$ cat config.mk
export PLATFORM = sky130hd
export DESIGN_NAME = ddr2_init_seq_flat
export DESIGN_NICKNAME = d
export VERILOG_FILES = /design/src/rtl/ddr2_pkg.sv /design/src/rtl/ddr2_init_seq_if.sv /design/src/rtl/ddr2_init_timer.sv /design/src/rtl/ddr2_init_seq.sv /design/src/flat_wrapper.sv
export SDC_FILE = /design/constraint.sdc
export NUM_CORES = 1
export LEC_CHECK = 0
export ABC_AREA = 1
export CAP_MARGIN = 10
export CORE_UTILIZATION = 29
export CTS_CLUSTER_SIZE = 20
export DETAILED_ROUTE_END_ITERATION = 8
export PLACE_DENSITY = 0.55
export SLEW_MARGIN = 20
export SYNTH_ARGS = -nofsm -noshare
export SYNTH_HDL_FRONTEND = slang
export SYNTH_SLANG_ARGS = --single-unit
$ cat constraint.sdc
create_clock -name ck -period 5.34 [get_ports ck]
set_input_delay 0.801 -clock ck [delete_from_list [all_inputs] [get_ports ck]]
set_output_delay 0.801 -clock ck [all_outputs]
set_load 0.005 [all_outputs]
$ cat src/rtl/ddr2_pkg.sv
// Shared constants, state enum and small helpers for the DDR2 init sequencer.
package ddr2_pkg;

    // {cs_n, ras_n, cas_n, we_n}
    localparam logic [3:0] CMD_NOP  = 4'b0111;
    localparam logic [3:0] CMD_PRE  = 4'b0010;
    localparam logic [3:0] CMD_AREF = 4'b0001;
    localparam logic [3:0] CMD_LMR  = 4'b0000;

    // Bank-address codes selecting the mode register
    localparam int BA_MR   = 0;
    localparam int BA_EMR1 = 1;
    localparam int BA_EMR2 = 2;
    localparam int BA_EMR3 = 3;

    // Address-bit positions with fixed meaning during init
    localparam int A10_AP     = 10;  // precharge-all
    localparam int A8_DLLRST  = 8;   // DLL reset in MR
    localparam int A9_7_OCD   = 7;   // low bit of the 3-bit OCD field in EMR1
    localparam int A0_DLLDIS  = 0;   // DLL disable in EMR1

    typedef enum logic [3:0] {
        S_PWR,
        S_CKE,
        S_PRE1,
        S_EMR2,
        S_EMR3,
        S_EMR1,
        S_MR_DLLRST,
        S_PRE2,
        S_AREF,
        S_MR,
        S_OCD_DEF,
        S_OCD_EXIT,
        S_DLLW,
        S_DONE
    } state_t;

    // Down-counter load value that makes the next event land T cycles later
    function automatic int gap_load(input int t);
        return (t > 1) ? t - 1 : 0;
    endfunction

endpackage

$ cat src/rtl/ddr2_init_seq_if.sv
// Command bus from the init sequencer toward the PHY command mux / controller.
interface ddr2_init_seq_if #(
    parameter int ADDR_BITS = 14,
    parameter int BA_BITS   = 3
);
    logic                 init_cke;
    logic [3:0]           init_cmd;
    logic [BA_BITS-1:0]   init_ba;
    logic [ADDR_BITS-1:0] init_addr;
    logic                 init_busy;
    logic                 init_done;

    modport master (
        output init_cke, init_cmd, init_ba, init_addr, init_busy, init_done
    );

    modport slave (
        input init_cke, init_cmd, init_ba, init_addr, init_busy, init_done
    );
endinterface

$ cat src/rtl/ddr2_init_timer.sv
// Loadable down counter that stops at zero; used for command gaps and DLL lock.
module ddr2_init_timer #(
    parameter int               CNT_W   = 17,
    parameter logic [CNT_W-1:0] RST_VAL = '0
) (
    input  logic             ck,
    input  logic             rst_n,
    input  logic             load,
    input  logic [CNT_W-1:0] load_val,
    output logic [CNT_W-1:0] value,
    output logic             zero
);

    logic [CNT_W-1:0] cnt;

    // Load has priority; otherwise count down and hold at zero
    always_ff @(posedge ck or negedge rst_n) begin
        if (!rst_n)
            cnt <= RST_VAL;
        else if (load)
            cnt <= load_val;
        else if (cnt != '0)
            cnt <= cnt - 1'b1;
    end

    assign value = cnt;
    assign zero  = (cnt == '0);

endmodule

$ cat src/rtl/ddr2_init_seq.sv
// DDR2 power-up / re-initialisation sequencer driving CKE, command, bank and address.
module ddr2_init_seq
    import ddr2_pkg::*;
#(
    parameter int ADDR_BITS = 14,
    parameter int BA_BITS   = 3,
    parameter int T_POWERUP = 60000,
    parameter int T_NOP     = 80,
    parameter int T_RP      = 3,
    parameter int T_MRD     = 2,
    parameter int T_RFC     = 26,
    parameter int N_AREF    = 2,
    parameter int T_DLLK    = 200,
    parameter int CNT_W     = 17
) (
    input  logic                 ck,
    input  logic                 rst_n,
    input  logic [ADDR_BITS-1:0] mr_val,
    input  logic [ADDR_BITS-1:0] emr1_val,
    input  logic [ADDR_BITS-1:0] emr2_val,
    input  logic [ADDR_BITS-1:0] emr3_val,
    input  logic                 reinit_req,
    ddr2_init_seq_if.master      bus
);

    localparam logic [ADDR_BITS-1:0] AP_BIT     = ADDR_BITS'(1 << A10_AP);
    localparam logic [ADDR_BITS-1:0] DLLRST_BIT = ADDR_BITS'(1 << A8_DLLRST);
    localparam logic [ADDR_BITS-1:0] OCD_MASK   = ADDR_BITS'(7 << A9_7_OCD);
    localparam logic [ADDR_BITS-1:0] DLLDIS_BIT = ADDR_BITS'(1 << A0_DLLDIS);

    localparam logic [CNT_W-1:0] LD_PWR  = CNT_W'(gap_load(T_POWERUP));
    localparam logic [CNT_W-1:0] LD_NOP  = CNT_W'(gap_load(T_NOP));
    localparam logic [CNT_W-1:0] LD_RP   = CNT_W'(gap_load(T_RP));
    localparam logic [CNT_W-1:0] LD_MRD  = CNT_W'(gap_load(T_MRD));
    localparam logic [CNT_W-1:0] LD_RFC  = CNT_W'(gap_load(T_RFC));
    localparam logic [CNT_W-1:0] LD_DLLK = CNT_W'(T_DLLK);
    localparam logic [3:0]       AREF_N  = 4'(N_AREF);

    state_t               state, state_nxt;
    logic                 cke_q, cke_nxt;
    logic [3:0]           cmd_q, cmd_nxt;
    logic [BA_BITS-1:0]   ba_q, ba_nxt;
    logic [ADDR_BITS-1:0] addr_q, addr_nxt;
    logic                 busy_q, busy_nxt;
    logic                 done_q, done_nxt;

    logic                 gap_ld, gap_zero;
    logic [CNT_W-1:0]     gap_ld_val, gap_val;
    logic                 dll_ld, dll_zero;
    logic [CNT_W-1:0]     dll_val;
    logic                 unused_tmr_val;

    logic [3:0]           aref_cnt;
    logic                 aref_clr, aref_inc;
    logic                 capture;

    logic [ADDR_BITS-1:0] mr_sh, emr1_sh, emr2_sh, emr3_sh;
    logic [ADDR_BITS-1:0] emr1_base;

    // EMR1 with DLL enabled and OCD field cleared; OCD commands OR the field back in
    assign emr1_base = emr1_sh & ~(OCD_MASK | DLLDIS_BIT);

    // Gap timer starts pre-loaded so the power-up wait needs no extra state
    ddr2_init_timer #(.CNT_W(CNT_W), .RST_VAL(LD_PWR)) u_gap_tmr (
        .ck       (ck),
        .rst_n    (rst_n),
        .load     (gap_ld),
        .load_val (gap_ld_val),
        .value    (gap_val),
        .zero     (gap_zero)
    );

    ddr2_init_timer #(.CNT_W(CNT_W), .RST_VAL('0)) u_dll_tmr (
        .ck       (ck),
        .rst_n    (rst_n),
        .load     (dll_ld),
        .load_val (LD_DLLK),
        .value    (dll_val),
        .zero     (dll_zero)
    );

    assign unused_tmr_val = ^{gap_val, dll_val};

    // State register
    always_ff @(posedge ck or negedge rst_n) begin
        if (!rst_n)
            state <= S_PWR;
        else
            state <= state_nxt;
    end

    // Next state and next registered outputs; a command is issued on entry to its state
    always_comb begin
        state_nxt  = state;
        cke_nxt    = 1'b1;
        cmd_nxt    = CMD_NOP;
        ba_nxt     = '0;
        addr_nxt   = '0;
        busy_nxt   = busy_q;
        done_nxt   = done_q;
        gap_ld     = 1'b0;
        gap_ld_val = LD_MRD;
        dll_ld     = 1'b0;
        aref_clr   = 1'b0;
        aref_inc   = 1'b0;
        capture    = 1'b0;
        unique case (state)
            S_PWR: begin
                cke_nxt = 1'b0;
                if (gap_zero) begin
                    state_nxt  = S_CKE;
                    cke_nxt    = 1'b1;
                    gap_ld     = 1'b1;
                    gap_ld_val = LD_NOP;
                end
            end
            S_CKE: if (gap_zero) begin
                state_nxt  = S_PRE1;
                cmd_nxt    = CMD_PRE;
                addr_nxt   = AP_BIT;
                gap_ld     = 1'b1;
                gap_ld_val = LD_RP;
                capture    = 1'b1;
            end
            S_PRE1: if (gap_zero) begin
                state_nxt = S_EMR2;
                cmd_nxt   = CMD_LMR;
                ba_nxt    = BA_BITS'(BA_EMR2);
                addr_nxt  = emr2_sh;
                gap_ld    = 1'b1;
            end
            S_EMR2: if (gap_zero) begin
                state_nxt = S_EMR3;
                cmd_nxt   = CMD_LMR;
                ba_nxt    = BA_BITS'(BA_EMR3);
                addr_nxt  = emr3_sh;
                gap_ld    = 1'b1;
            end
            S_EMR3: if (gap_zero) begin
                state_nxt = S_EMR1;
                cmd_nxt   = CMD_LMR;
                ba_nxt    = BA_BITS'(BA_EMR1);
                addr_nxt  = emr1_base;
                gap_ld    = 1'b1;
            end
            S_EMR1: if (gap_zero) begin
                state_nxt = S_MR_DLLRST;
                cmd_nxt   = CMD_LMR;
                ba_nxt    = BA_BITS'(BA_MR);
                addr_nxt  = mr_sh | DLLRST_BIT;
                gap_ld    = 1'b1;
                dll_ld    = 1'b1;
            end
            S_MR_DLLRST: if (gap_zero) begin
                state_nxt  = S_PRE2;
                cmd_nxt    = CMD_PRE;
                addr_nxt   = AP_BIT;
                gap_ld     = 1'b1;
                gap_ld_val = LD_RP;
                aref_clr   = 1'b1;
            end
            S_PRE2: if (gap_zero) begin
                state_nxt  = S_AREF;
                cmd_nxt    = CMD_AREF;
                gap_ld     = 1'b1;
                gap_ld_val = LD_RFC;
                aref_inc   = 1'b1;
            end
            S_AREF: if (gap_zero) begin
                gap_ld = 1'b1;
                if (aref_cnt >= AREF_N) begin
                    state_nxt = S_MR;
                    cmd_nxt   = CMD_LMR;
                    ba_nxt    = BA_BITS'(BA_MR);
                    addr_nxt  = mr_sh & ~DLLRST_BIT;
                end else begin
                    cmd_nxt    = CMD_AREF;
                    gap_ld_val = LD_RFC;
                    aref_inc   = 1'b1;
                end
            end
            S_MR: if (gap_zero) begin
                state_nxt = S_OCD_DEF;
                cmd_nxt   = CMD_LMR;
                ba_nxt    = BA_BITS'(BA_EMR1);
                addr_nxt  = emr1_base | OCD_MASK;
                gap_ld    = 1'b1;
            end
            S_OCD_DEF: if (gap_zero) begin
                state_nxt = S_OCD_EXIT;
                cmd_nxt   = CMD_LMR;
                ba_nxt    = BA_BITS'(BA_EMR1);
                addr_nxt  = emr1_base;
                gap_ld    = 1'b1;
            end
            S_OCD_EXIT: if (gap_zero) begin
                state_nxt = S_DLLW;
            end
            S_DLLW: if (dll_zero) begin
                state_nxt = S_DONE;
                done_nxt  = 1'b1;
                busy_nxt  = 1'b0;
            end
            S_DONE: if (reinit_req) begin
                state_nxt  = S_PRE1;
                cmd_nxt    = CMD_PRE;
                addr_nxt   = AP_BIT;
                gap_ld     = 1'b1;
                gap_ld_val = LD_RP;
                capture    = 1'b1;
                done_nxt   = 1'b0;
                busy_nxt   = 1'b1;
            end
            default: state_nxt = S_PWR;
        endcase
    end

    // Registered outputs toward the PHY
    always_ff @(posedge ck or negedge rst_n) begin
        if (!rst_n) begin
            cke_q  <= 1'b0;
            cmd_q  <= CMD_NOP;
            ba_q   <= '0;
            addr_q <= '0;
            busy_q <= 1'b1;
            done_q <= 1'b0;
        end else begin
            cke_q  <= cke_nxt;
            cmd_q  <= cmd_nxt;
            ba_q   <= ba_nxt;
            addr_q <= addr_nxt;
            busy_q <= busy_nxt;
            done_q <= done_nxt;
        end
    end

    // Auto-refresh repeat counter, cleared when PRE2 issues
    always_ff @(posedge ck or negedge rst_n) begin
        if (!rst_n)
            aref_cnt <= '0;
        else if (aref_clr)
            aref_cnt <= '0;
        else if (aref_inc)
            aref_cnt <= aref_cnt + 4'd1;
    end

    // Mode-register shadows, frozen for the rest of each sequence
    always_ff @(posedge ck) begin
        if (capture) begin
            mr_sh   <= mr_val;
            emr1_sh <= emr1_val;
            emr2_sh <= emr2_val;
            emr3_sh <= emr3_val;
        end
    end

    assign bus.init_cke  = cke_q;
    assign bus.init_cmd  = cmd_q;
    assign bus.init_ba   = ba_q;
    assign bus.init_addr = addr_q;
    assign bus.init_busy = busy_q;
    assign bus.init_done = done_q;

endmodule

$ cat src/flat_wrapper.sv
// flat-port wrapper written by rule: the top's interface ports become plain ports
module ddr2_init_seq_flat import ddr2_pkg::*;
#(
    parameter int ADDR_BITS = 14,
    parameter int BA_BITS   = 3,
    parameter int T_POWERUP = 60000,
    parameter int T_NOP     = 80,
    parameter int T_RP      = 3,
    parameter int T_MRD     = 2,
    parameter int T_RFC     = 26,
    parameter int N_AREF    = 2,
    parameter int T_DLLK    = 200,
    parameter int CNT_W     = 17
)
  (ck, rst_n, mr_val, emr1_val, emr2_val, emr3_val, reinit_req, bus_init_cke, bus_init_cmd, bus_init_ba, bus_init_addr, bus_init_busy, bus_init_done);
  ddr2_init_seq_if #(.ADDR_BITS(ADDR_BITS), .BA_BITS(BA_BITS)) bus_i ();
  input  logic ck;
  input  logic rst_n;
  input  logic [ADDR_BITS-1:0] mr_val;
  input  logic [ADDR_BITS-1:0] emr1_val;
  input  logic [ADDR_BITS-1:0] emr2_val;
  input  logic [ADDR_BITS-1:0] emr3_val;
  input  logic reinit_req;
  output wire logic [$bits(bus_i.init_cke)-1:0] bus_init_cke;
  output wire logic [$bits(bus_i.init_cmd)-1:0] bus_init_cmd;
  output wire logic [$bits(bus_i.init_ba)-1:0] bus_init_ba;
  output wire logic [$bits(bus_i.init_addr)-1:0] bus_init_addr;
  output wire logic [$bits(bus_i.init_busy)-1:0] bus_init_busy;
  output wire logic [$bits(bus_i.init_done)-1:0] bus_init_done;
  assign bus_init_cke = bus_i.init_cke;
  assign bus_init_cmd = bus_i.init_cmd;
  assign bus_init_ba = bus_i.init_ba;
  assign bus_init_addr = bus_i.init_addr;
  assign bus_init_busy = bus_i.init_busy;
  assign bus_init_done = bus_i.init_done;
  ddr2_init_seq #(.ADDR_BITS(ADDR_BITS), .BA_BITS(BA_BITS), .T_POWERUP(T_POWERUP), .T_NOP(T_NOP), .T_RP(T_RP), .T_MRD(T_MRD), .T_RFC(T_RFC), .N_AREF(N_AREF), .T_DLLK(T_DLLK), .CNT_W(CNT_W)) u_core (.ck(ck), .rst_n(rst_n), .mr_val(mr_val), .emr1_val(emr1_val), .emr2_val(emr2_val), .emr3_val(emr3_val), .reinit_req(reinit_req), .bus(bus_i));
endmodule
==> impl_metrics.tcl, run 1 <==
set metrics [dict create \
    post-route-period-util 0.464 \
    ir_drop_mv 0.189 \
    io_buffers 75 \
    pwr_density_cell_nw_per_um2 305 \
    finalCriticalPeriod_ns 2.48 \
    final_common_cell "nand2_1" \
    ant_nets 0 \
    wire_per_inst_um 13.5 \
    grt-ovfl-total 0 \
    tns_ns 0 \
    synth_edf_count 51 \
    slew_headroom 0.447 \
    wirelength_um 12300 \
    cts_made_buffers 17 \
    crit_path_end_kind "register" \
    routed-via-count 4093 \
    die_area_sq_um 19300 \
    synth_area_sq_um 5430 \
    grt_max_degree 65 \
    hold_slack_ns 0.459 \
    yosysSeqAreaShare 0.581 \
    hold_violations 0 \
    design_area_sq_um 7030 \
    drcViolationCount 10 \
    layout.cells.non_filler 910 \
    start_kind "register" \
    die_h_um 139 \
    rows 49 \
    async_reset_ff_frac 0.557 \
    antennaDiodeCount 0 \
    fmax_ghz 0.404 \
    root_buffer "clkbuf_16" \
    syn2layout_area_growth_pct 29.6 \
    yosysWarnings 0 \
    postSynthAreaPerCell_sq_um 9.37 \
    maxSlewViolCount 0 \
    synth_flop_cell "edfxtp_1" \
    clock-sinks 115 \
    initial_utilization 0.299 \
    die_w_um 139 \
    hold_path_depth 2 \
    min_from "u_core.emr3_sh[13]" \
    min_to "u_core.bus.init_addr[13]" \
    hp-class "register to register" \
    setup_slack_ns 2.86 \
    most-common-layout-cells "nand2_1, nor2_1, clkdlybuf4s50_1" \
    drt_iter0_markers 228 \
    worstReg2RegEnd "u_core.emr1_sh[13]" \
    regToRegSetupSlack_ns 2.86 \
    core_area_sq_um 18100 \
    clk_path_buf_depth 2 \
    grt_pass1_vias 4278 \
    fill_cells 1811 \
    tightest_slew_ns 0.829 \
    rsz0062_at_grt "false" \
    r2r_start "u_core.u_gap_tmr.value[0]" \
    pin_count 83 \
    required_ns 5.39 \
    insertion_delay_ns 0.42 \
    grt_usage 0.138 \
    dp_slack_ns 2.81 \
    firstDrtPassIters 6 \
    post_cts_buffers 0 \
    viasPerCell 4.50 \
    cts_resized 0 \
    h-tree-depth 4 \
    holdBufCountCts 0 \
    ff2ff_path_depth 9 \
    ys_types 32 \
    drive_above_1_share 0.131 \
    status "finished with violations" \
    critical_path_arrival_ns 2.52 \
    path_class "register to register" \
    dpl_cell_area_sq_um 6420 \
    cts.clk_slew.worst_paths_ns 0.06 \
    violations "DRC" \
    synth_cells 579 \
    skew_ns 0.00648 \
    critical_path.max_fanout 51 \
    gp_congestion 0.865 \
    final_util 0.388 \
    grt_pass1_wl_um 20800 \
    synth_seq_cells 115 \
    maxCapViolations 0 \
    leakage_nw 3.18 \
    dp_cells 878 \
    finalSetupViolations 0 \
    fin_nets 733 \
    cts_tree "yes" \
    hpwl_um 8670 \
    finalPower_mw 2.15 \
    antenna_found_initial 0 \
]
==> logic make-up (layout without fill, tap and decap cells) <==
family | count (synthesis) | in the layout | share of synthesized area
XOR/XNOR | 24 | 24 | 0.0387
AND/OR/NAND/NOR | 342 | 342 | 0.285
adder cells (fa/ha/maj) | 6 | 6 | 0.0138
AO/OA/AOI/OAI | 31 | 31 | 0.0320
buffers and inverters | 60 | 161 | 0.0489
other | 1 | 2 | 0.000691
flip-flops | 115 | 115 | 0.581
==> cell type report <==
| cell class | count | area (sq um) | area share |
|---|---|---|---|
| flip-flops and latches | 115 | 3150 | 0.448 |
| multi-input cells | 405 | 2030 | 0.288 |
| repair buffers | 77 | 761 | 0.108 |
| clock buffers | 20 | 457 | 0.0649 |
| well taps | 229 | 287 | 0.0407 |
| inverters | 52 | 198 | 0.0281 |
| clock inverters | 12 | 155 | 0.0221 |
==> power by group <==
group	switching, mW	internal, mW	leakage, nW
clock network	0.413	0.758	0.287
registers	0	0.926	1.29
logic	0.0157	0.0336	1.60
total	0.428	1.72	3.18
==> sequential cells by signal (all words and copies together) (netlist names) <==
signal / count
u_core.u_dll_tmr.value: 17
u_core.u_gap_tmr.value: 17
u_core.bus.init_ba: 2
u_core.bus.init_busy: 1
u_core.bus.init_cke: 1
u_core.emr2_sh: 14
u_core.bus.init_addr: 14
u_core.aref_cnt: 4
u_core.mr_sh: 13
u_core.bus.init_cmd: 3
u_core.state: 4
u_core.bus.init_done: 1
u_core.emr1_sh: 10
u_core.emr3_sh: 14
==> synth_stat cells, types with 6 or more instances <==
| master | count | area [sq um] |
|---|---|---|
| nor2_1 | 77 | 289 |
| nand3_1 | 40 | 200 |
| nand2_1 | 155 | 582 |
| a21oi_1 | 11 | 55.1 |
| inv_1 | 45 | 169 |
| buf_4 | 6 | 45.0 |
| ha_1 | 6 | 75.1 |
| dfrtp_1 | 49 | 1230 |
| nand4_1 | 10 | 62.6 |
| nand2_2 | 10 | 62.6 |
| xor2_1 | 13 | 114 |
| nor3_1 | 22 | 110 |
| nor2_2 | 13 | 81.3 |
| xnor2_1 | 11 | 96.3 |
| o21ai_0 | 11 | 55.1 |
| dfstp_2 | 15 | 394 |
| edfxtp_1 | 51 | 1530 |
==> critical path, cell delays in order (launching register included) <==
cell and delay (ns):
dfstp_2 0.38, inv_1 0.13, ha_1 0.19, inv_1 0.04, nor2_1 0.11, nand2_1 0.08
nor2_2 0.13, nand2_2 0.27, o21ai_4 0.21, buf_4 0.54
==> per-layer routing <==
metal	GRT usage	wire length, um	vias to the layer above	share of wire
li1	-	-	2072	-
met1	0.171	5760	1904	0.47
met2	0.223	5660	100	0.46
met3	0.0442	708	17	0.058
met4	0.0538	182	0	0.015
met5	0	0	-	0
==> how the worst max path moves through the flow <==
stage                               endpoint  cells after the start                      start
final                     u_core.emr1_sh[13]                      9  u_core.u_gap_tmr.value[0]
after CTS                  u_core.emr1_sh[1]                      9  u_core.u_gap_tmr.value[0]
after floorplan           u_core.emr1_sh[10]                      9  u_core.u_gap_tmr.value[0]
after global placement     u_core.emr2_sh[2]                      4                 reinit_req
after detailed placement   u_core.emr2_sh[2]                      4                 reinit_req
after global routing         u_core.mr_sh[1]                      9  u_core.u_gap_tmr.value[0]
Power figures use the tool's default switching activity.
==> inputs of run 2 (changes only) <==
--- a/config.mk
+++ b/config.mk
@@ -10,7 +10,7 @@
 export CORE_UTILIZATION = 29
 export CTS_CLUSTER_SIZE = 20
 export DETAILED_ROUTE_END_ITERATION = 8
-export PLACE_DENSITY = 0.55
+export PLACE_DENSITY = 0.53
 export SLEW_MARGIN = 20
 export SYNTH_ARGS = -nofsm -noshare
 export SYNTH_HDL_FRONTEND = slang
==> constraint.sdc (replaced) <==
create_clock -name ck -period 2.35 [get_ports ck]
set_input_delay 0.3525 -clock ck [delete_from_list [all_inputs] [get_ports ck]]
set_output_delay 0.3525 -clock ck [all_outputs]
set_load 0.005 [all_outputs]
==> run 2 against run 1 <==
  * The flow now finishes without violations
  * Global-route usage is 0.29 points higher
  * First-iteration DRC count is 9.6% lower
  * Cell count is 0.55% higher
  * Critical path depth stayed put
  * Clock skew is 0.0039 ns higher
  * Combinational power is 140% higher
  * Count of clock-buffer cells in the layout is 3 lower
  * Worst setup slack worse by 2.5 ns
  * Total power is 120% higher
  * Final area is 0.57% higher
  * Register-to-register slack worse by 2.5 ns
  * Critical path type unchanged
  * Highest routed layer unchanged
==> impl_metrics.tcl, run 2 (synthesis results as in run 1) <==
set metrics [dict create \
    critical_path_arrival_ns 2.13 \
    cts_tree "yes" \
    ant_nets 0 \
    cts_made_buffers 17 \
    gp_congestion 0.921 \
    clk_path_buf_depth 2 \
    io_buffers 75 \
    critical_path.max_fanout 49 \
    wire_per_inst_um 13.6 \
    ir_drop_mv 0.478 \
    skew_ns 0.0104 \
    dp_cells 882 \
    grt_max_degree 50 \
    pin_count 83 \
    drive_above_1_share 0.144 \
    clock-sinks 115 \
    hold_violations 0 \
    design_area_sq_um 7070 \
    maxSlewViolCount 0 \
    switchingPower_mw 1.04 \
    slew_headroom 0.660 \
    combPwrFrac 0.025 \
    firstDrtPassIters 5 \
    routed-via-count 4149 \
    max_stage_delay_ns 0.38 \
    leakage_nw 3.21 \
    finalSetupViolations 0 \
    setup_slack_ns 0.318 \
    rows 49 \
    finalCriticalPeriod_ns 2.03 \
    cts_resized 0 \
    slowest_stage "dfstp_2" \
    grt-ovfl-total 0 \
    die_w_um 139 \
    post-route-period-util 0.865 \
    grt_pass1_wl_um 20900 \
    tightest_slew_ns 0.509 \
    swShare 0.221 \
    start_kind "register" \
    worstReg2RegEnd "u_core.mr_sh[1]" \
    fmax_ghz 0.492 \
    final_common_cell "nand2_1" \
    r2r_start "u_core.u_gap_tmr.value[0]" \
    pwr-share-clk 0.528 \
    cp_cell_sequence "inv_2, ha_4, inv_2, nor2_2, nand2_1, nor2_2, nand2_2, o21ai_4, buf_12" \
    power.share.sequential 0.447 \
    antenna_found_initial 0 \
    crit_path_end_kind "register" \
    root_buffer "clkbuf_16" \
    grt_usage 0.141 \
    finalPower_mw 4.70 \
    dpl_cell_area_sq_um 6490 \
    h-tree-depth 4 \
    drt_iter0_markers 206 \
    wirelength_um 12500 \
    die_area_sq_um 19300 \
    dp_slack_ns 0.313 \
    cts.clk_slew.worst_paths_ns 0.06 \
    core_area_sq_um 18100 \
    most-common-layout-cells "nand2_1, nor2_1, clkdlybuf4s50_1" \
    fin_nets 738 \
    initial_utilization 0.299 \
    hold_slack_ns 0.409 \
    layout.cells.non_filler 915 \
    maxCapViolations 0 \
    rsz0062_at_grt "false" \
    pwr_density_cell_nw_per_um2 665 \
    insertion_delay_ns 0.42 \
    die_h_um 139 \
    hpwl_um 9080 \
    syn2layout_area_growth_pct 30.3 \
    antennaDiodeCount 0 \
    status "complete, no violations" \
    path_class "register to register" \
    ff2ff_path_depth 9 \
    drcViolationCount 0 \
    tns_ns 0 \
    grt_pass1_vias 4234 \
    p_int_mw 3.66 \
    required_ns 2.45 \
    hp-class "primary input to async pin" \
    regToRegSetupSlack_ns 0.32 \
    final_util 0.390 \
    viasPerCell 4.53 \
]
-- run 2: cell types whose count changed in the layout (fill, tap and decap cells not counted), sizes merged --
cell	delta
clkinvlp	-3
clkinv	+3
bufinv	-2
dlygate4sd3	+1
inv	+5
buf	+4
clkbuf	-3
-- run 2: critical path, delay by kind of cell, from the launching register on --
kind | cells | cell delay [ns]
AND/OR/NAND/NOR | 4 | 0.48
buffers and inverters | 3 | 0.41
flip-flops | 1 | 0.38
AO/OA/AOI/OAI | 1 | 0.26
adder cells (fa/ha/maj) | 1 | 0.15
-- run 2: per-layer routing --
layer  global-route usage  wire, um
met3               0.0518       736
met1                0.186      6030
met2                0.212      5560
met4               0.0497       154
met5                    0         0
-- run 2: worst max path at each step --
stage / start / to / depth (start not counted)
2_1_floorplan: u_core.u_gap_tmr.value[0] / u_core.emr1_sh[10] / 9
4_1_cts: u_core.u_gap_tmr.value[0] / u_core.mr_sh[5] / 9
3_5_place_dp: u_core.u_gap_tmr.value[0] / u_core.emr2_sh[0] / 9
3_3_place_gp: u_core.u_gap_tmr.value[0] / u_core.mr_sh[0] / 9
5_1_grt: u_core.u_gap_tmr.value[0] / u_core.mr_sh[1] / 9
6_report: u_core.u_gap_tmr.value[0] / u_core.mr_sh[1] / 9
-- run 2: timing repair --
action | CTS | global route
setup buffers | 0 | 0
hold buffers | 1 | 0
endpoints found under the hold margin | 14 | 0
-- run 2: layout make-up --
| type | instances | area [sq um] |
|---|---|---|
| fillers | 1774 | 11100 |
| clock inverters | 15 | 146 |
| inverters | 52 | 198 |
| repair buffers | 82 | 826 |
| well taps | 229 | 287 |
| clock buffers | 17 | 425 |
| flip-flops and latches | 115 | 3150 |
| multi-input cells | 405 | 2040 |
-- run 2: power by group through the flow --
stage / Clock [mW] / Combinational, mW / Sequential [mW]
floorplan: 0 / 0.00312 / 2.14
CTS: 2.53 / 0.121 / 2.10
global placement: 0 / 0.119 / 2.14
detailed placement: 0 / 0.119 / 2.14
global route: 2.64 / 0.128 / 2.10
finish: 2.48 / 0.117 / 2.10
==> inputs of run 3 (changes only) <==
--- a/config.mk
+++ b/config.mk
@@ -7,10 +7,11 @@
 export LEC_CHECK = 0
 export ABC_AREA = 1
 export CAP_MARGIN = 10
+export CORE_ASPECT_RATIO = 0.75
 export CORE_UTILIZATION = 29
 export CTS_CLUSTER_SIZE = 20
 export DETAILED_ROUTE_END_ITERATION = 8
-export PLACE_DENSITY = 0.53
+export PLACE_DENSITY = 0.55
 export SLEW_MARGIN = 20
 export SYNTH_ARGS = -nofsm -noshare
 export SYNTH_HDL_FRONTEND = slang
==> constraint.sdc (replaced) <==
create_clock -name ck -period 1.7 [get_ports ck]
set_input_delay 0.255 -clock ck [delete_from_list [all_inputs] [get_ports ck]]
set_output_delay 0.255 -clock ck [all_outputs]
set_load 0.005 [all_outputs]
==> run 3 against run 2 <==
  * The run now ends with setup timing left
  * Clock skew increased by 0.00080 ns
  * Routed wire length increased by 18%
  * Non-clock buffer count increased by 65
  * Final area increased by 15%
  * Worst setup slack got worse by 0.48 ns
  * Clock power increased by 44%
  * Critical path depth increased by 1
  * Global-route usage increased by 1.1 points
  * Sequential cell count unchanged
  * Via count increased by 10%
  * Combinational power increased by 46%
  * Sequential power increased by 39%
  * Critical path type unchanged
==> impl_metrics.tcl, run 3 (synthesis results as in run 1) <==
set metrics [dict create \
    required_ns 1.83 \
    gr-usage-met2 0.230 \
    combPwrFrac 0.026 \
    pwr-share-clk 0.536 \
    hp-class "primary input to async pin" \
    critical_path.max_fanout 8 \
    grt_max_degree 30 \
    rsz0062_at_grt "true" \
    clk_path_buf_depth 2 \
    ir_drop_mv 0.638 \
    crit_path_end_kind "register" \
    hpwl_um 9960 \
    grt_pass1_vias 4540 \
    antenna_found_initial 0 \
    grt-ovfl-total 0 \
    cts_tree "yes" \
    fmax_ghz 0.538 \
    final_util 0.451 \
    hold_violations 0 \
    start_kind "register" \
    cpLargestDelayFamily "buffers and inverters" \
    power.share.sequential 0.438 \
    viasPerCell 4.60 \
    wire_per_inst_um 14.9 \
    rows 42 \
    wirelength_um 14800 \
    cts_made_buffers 17 \
    maxSlewViolCount 0 \
    p_int_mw 5.11 \
    leakage_nw 3.71 \
    die_h_um 120 \
    dp_slack_ns -0.125 \
    cp_cell_sequence "inv_2, ha_4, inv_2, nor2_2, nand2_1, nor2_2, nand2_4, o21ai_4, buf_12, clkbuf_16" \
    swShare 0.231 \
    firstDrtPassIters 8 \
    grt_usage 0.152 \
    pin_count 83 \
    die_w_um 160 \
    switchingPower_mw 1.53 \
    tns_ns -7.16 \
    post-route-period-util 1.09 \
    ant_nets 0 \
    top_usage_layer "met2" \
    io_buffers 75 \
    finalSetupViolations 55 \
    clock-sinks 115 \
    fin_nets 804 \
    syn2layout_area_growth_pct 49.5 \
    die_area_sq_um 19300 \
    core_area_sq_um 18000 \
    drt_iter0_markers 286 \
    grt_pass1_wl_um 22400 \
    skew_ns 0.0112 \
    antennaDiodeCount 0 \
    max_stage_delay_ns 0.38 \
    setup_slack_ns -0.160 \
    initial_utilization 0.302 \
    slowest_stage "dfstp_2" \
    pwr_density_cell_nw_per_um2 818 \
    status "finished with violations" \
    drive_above_1_share 0.286 \
    insertion_delay_ns 0.42 \
    hold_slack_ns 0.302 \
    critical_path_arrival_ns 1.99 \
    path_class "register to register" \
    h-tree-depth 4 \
    crit_buf_inv 4 \
    gp_congestion 0.882 \
    maxCapViolations 0 \
    finalCriticalPeriod_ns 1.86 \
    root_buffer "clkbuf_16" \
    finalPower_mw 6.64 \
    violations "setup timing" \
    use_met1 0.208 \
    drcViolationCount 0 \
    cts.clk_slew.worst_paths_ns 0.07 \
    routed-via-count 4571 \
    met3_usage 0.0425 \
    most-common-layout-cells "nand2_1, clkdlybuf4s50_1, nor2_1" \
    final_common_cell "nand2_1" \
]
==> run 3: worst reg2reg max path, delay by kind of cell (launching register included) <==
kind	cells	cell delay [ns]
adder cells (fa/ha/maj)	1	0.14
flip-flops	1	0.38
buffers and inverters	4	0.46
AND/OR/NAND/NOR	4	0.42
AO/OA/AOI/OAI	1	0.18
==> run 3: path summary, 6_finish.rpt <==
kind                                            from                         end  slack [ns]  cells past startpoint
min                                            rst_n  u_core.u_dll_tmr.value[15]        0.30                      2
max in group asynchronous                      rst_n   u_core.u_gap_tmr.value[9]        0.81                      3
min in group ck                          emr3_val[4]           u_core.emr3_sh[4]        0.39                      1
min reg2reg                        u_core.emr2_sh[2]     u_core.bus.init_addr[2]        0.45                      2
max reg2reg                u_core.u_gap_tmr.value[0]           u_core.emr2_sh[9]       -0.16                     10
max                        u_core.u_gap_tmr.value[0]           u_core.emr2_sh[9]       -0.16                     10
==> run 3: metrics by stage <==
| stage | instances | instance area (sq um) |
|---|---|---|
| 2_1_floorplan | 580 | 5460 |
| 3_3_place_gp | 946 | 6940 |
| 3_5_place_dp | 946 | 6940 |
| 4_1_cts | 983 | 7610 |
| 5_1_grt | 994 | 8110 |
| 6_report | 994 | 8110 |
==> run 3: power by group through the flow <==
stage	clock network, mW	logic [mW]	registers, mW
2_1_floorplan	0	0.00431	2.96
3_3_place_gp	0	0.172	2.96
3_5_place_dp	0	0.174	2.96
4_1_cts	3.64	0.176	2.91
5_1_grt	3.76	0.187	2.91
6_report	3.56	0.171	2.91
==> run 3: routing by layer <==
metal,wire [um],vias to the layer above
met5,0,-
li1,-,2215
met2,6660,152
met4,169,0
met3,934,18
met1,7000,2186
==> run 3: timing repair <==
| action | 4_1_cts | 5_1_grt |
|---|---|---|
| hold buffers | 1 | 0 |
| cloned | 1 | 6 |
| pin swaps | 1 | 28 |
| setup buffers | 3 | 10 |
| gates resized for setup | 12 | 86 |
| hold endpoints to repair | 12 | 0 |
| endpoints found under the setup margin | 91 | 111 |
==> run 3: layout make-up <==
type	count	area, sq um
clock buffer	17	425
clock inverter	15	158
fill	1706	9860
inverter	52	205
multi-input combinational	406	2330
sequential	115	3160
tap	242	303
timing repair buffer	147	1530
==> patch (config.mk and constraints of run 2) <==
Take the reset off `addr_q` and load it in a clocked block of its own.
--- a/src/rtl/ddr2_init_seq.sv
+++ b/src/rtl/ddr2_init_seq.sv
@@ -221,17 +221,19 @@
             cke_q  <= 1'b0;
             cmd_q  <= CMD_NOP;
             ba_q   <= '0;
-            addr_q <= '0;
             busy_q <= 1'b1;
             done_q <= 1'b0;
         end else begin
             cke_q  <= cke_nxt;
             cmd_q  <= cmd_nxt;
             ba_q   <= ba_nxt;
-            addr_q <= addr_nxt;
             busy_q <= busy_nxt;
             done_q <= done_nxt;
         end
+    end
+
+    always_ff @(posedge ck) begin
+        addr_q <= addr_nxt;
     end
 
     // Auto-refresh repeat counter, cleared when PRE2 issues
Function: same outputs for any inputs over 10 cycles, from zero or initial values and one cycle with rst_n low; that may be too few to reach the edited logic, so the function may still have changed.
==> patch against run 2 <==
Design area is 2.3% lower. First-iteration DRC count decreased by 12%. Synthesized area shrank 2.6%. Routed wire length shrank 4.9%. Total power hardly changed. Count of clock-buffer cells in the layout increased by 1. Non-clock buffer count decreased by 1. Worst setup slack improved by 0.089 ns. Via count fell by 3.0%. Maximum frequency increased by 4.6%. Sequential cell count is the same. Sequential power about the same. Critical endpoint is now u_core.emr1_sh[2]. Largest cell class unchanged.
==> patch: results (changes against run 2) <==
Parameter                              Value

Place
  Detailed placer's ending HPWL ... 8620 um (was 9080 um)
  Setup slack after placement ... 0.411 ns (was 0.313 ns)
  Instance count after placement with tap cells included ... 855 (was 882)

Global route
  Largest net degree at the start of global routing ... 52 (was 50)
  Met3 track demand over resource ... 6.04% (was 5.18%)
  Number of global-route vias before repair ... 4224 (was 4234)
  First-pass GRT wire length ... 19900 um (was 20900 um)
  Met2 Usage GRT ... 23.3% (was 21.2%)

Logic synthesis
  Async set-reset flop share out of synthesis ... 43.5% (was 55.7%)
  Leading cell types by count after synthesis ... nand2_1 (129), nor2_1 (67), edfxtp_1 (51) (was nand2_1 (155), nor2_1 (77), edfxtp_1 (51))
  Leading post-synthesis cells by cell area ... edfxtp_1 (29%), dfrtp_1 (17%), nand2_1 (9.2%) (was edfxtp_1 (28%), dfrtp_1 (23%), nand2_1 (11%))
  Adder-cell share of the synthesized area ... 1.42% (was 1.38%)
  Sequential fraction of the synthesis area ... 58.3% (was 58.1%)
  Count of different cell masters after synthesis ... 40 (was 32)
  Mean post-synth cell area ... 9.51 um^2 (was 9.37 um^2)
  Compound-Gate Fraction of Synth Area ... 5.54% (was 3.20%)

Setup path
  Worst path arrival time ... 2.03 ns (was 2.13 ns)

STA
  Max-slew headroom at the worst pin ... 58.0% (was 66.0%)
  Worst Skew ... 0.00877 ns (was 0.0104 ns)

Final layout
  FILL cells ... 1741 (was 1774)
  Portion of the layout cell area used by non-clock buffers ... 11.6% (was 11.7%)
  Non-clock buffer count in the final layout ... 81 (was 82)
  Fin nets ... 714 (was 738)
  Layout cell share with drive strength beyond 1 ... 18.4% (was 14.4%)
  Final cell area excluding filler cells ... 6910 um^2 (was 7070 um^2)
  Area taken by flip-flops and latches ... 3080 um^2 (was 3150 um^2)
  End-of-flow core utilization ... 39.4% (was 39.0%)
  Non-clock inverter count ... 54 (was 52)
  Clock-cell share ... 8.28% (was 8.08%)
  Multi-input combinational gate total ... 380 (was 405)

Route
  Met2 wire length ... 5570 um (was 5560 um)
  Total routed wire length on the met1 layer ... 5320 um (was 6030 um)
  Iteration-0 DRC Markers ... 182 (was 206)
  Number of detailed-route iterations in the first pass ... 4 (was 5)
  Mean number of vias per cell ... 4.54 (was 4.53)

Power and ir drop
  Worst IR Drop VDD ... 445 uV (was 478 uV)
  Combinational power ... 0.000107 W (was 0.000117 W)
  Leakage power of the design ... 2.89 nW (was 3.21 nW)
  P per Cell Area ... 681 nW/um^2 (was 665 nW/um^2)

Run status
  Run status ... finished clean (unchanged)
[patch: cell count changes after synthesis, moves of 5 or more]
cell,delta
nor3_1,-10
nand3b_1,-5
o21ai_0,+6
dfrtp_1,-14
nand2_1,-26
nor2_2,+7
nor2_1,-10
inv_2,+13
inv_1,-10
nand3_1,-5
nand4_1,+6
dfxtp_1,+14
[patch: worst paths after layout]
| check | startpoint | end | slack, ns | depth (start not counted) |
|---|---|---|---|---|
| setup / recovery | u_core.u_gap_tmr.value[1] | u_core.emr1_sh[2] | 0.41 | 9 |
| hold / removal | rst_n | u_core.u_gap_tmr.value[5] | 0.05 | 2 |
| setup reg to reg | u_core.u_gap_tmr.value[1] | u_core.emr1_sh[2] | 0.41 | 9 |
| hold reg to reg | u_core.emr3_sh[11] | u_core.bus.init_addr[11] | 0.46 | 2 |
| max in group asynchronous | rst_n | u_core.state[0] | 1.88 | 2 |
| min in group ck | u_core.emr3_sh[11] | u_core.bus.init_addr[11] | 0.46 | 2 |
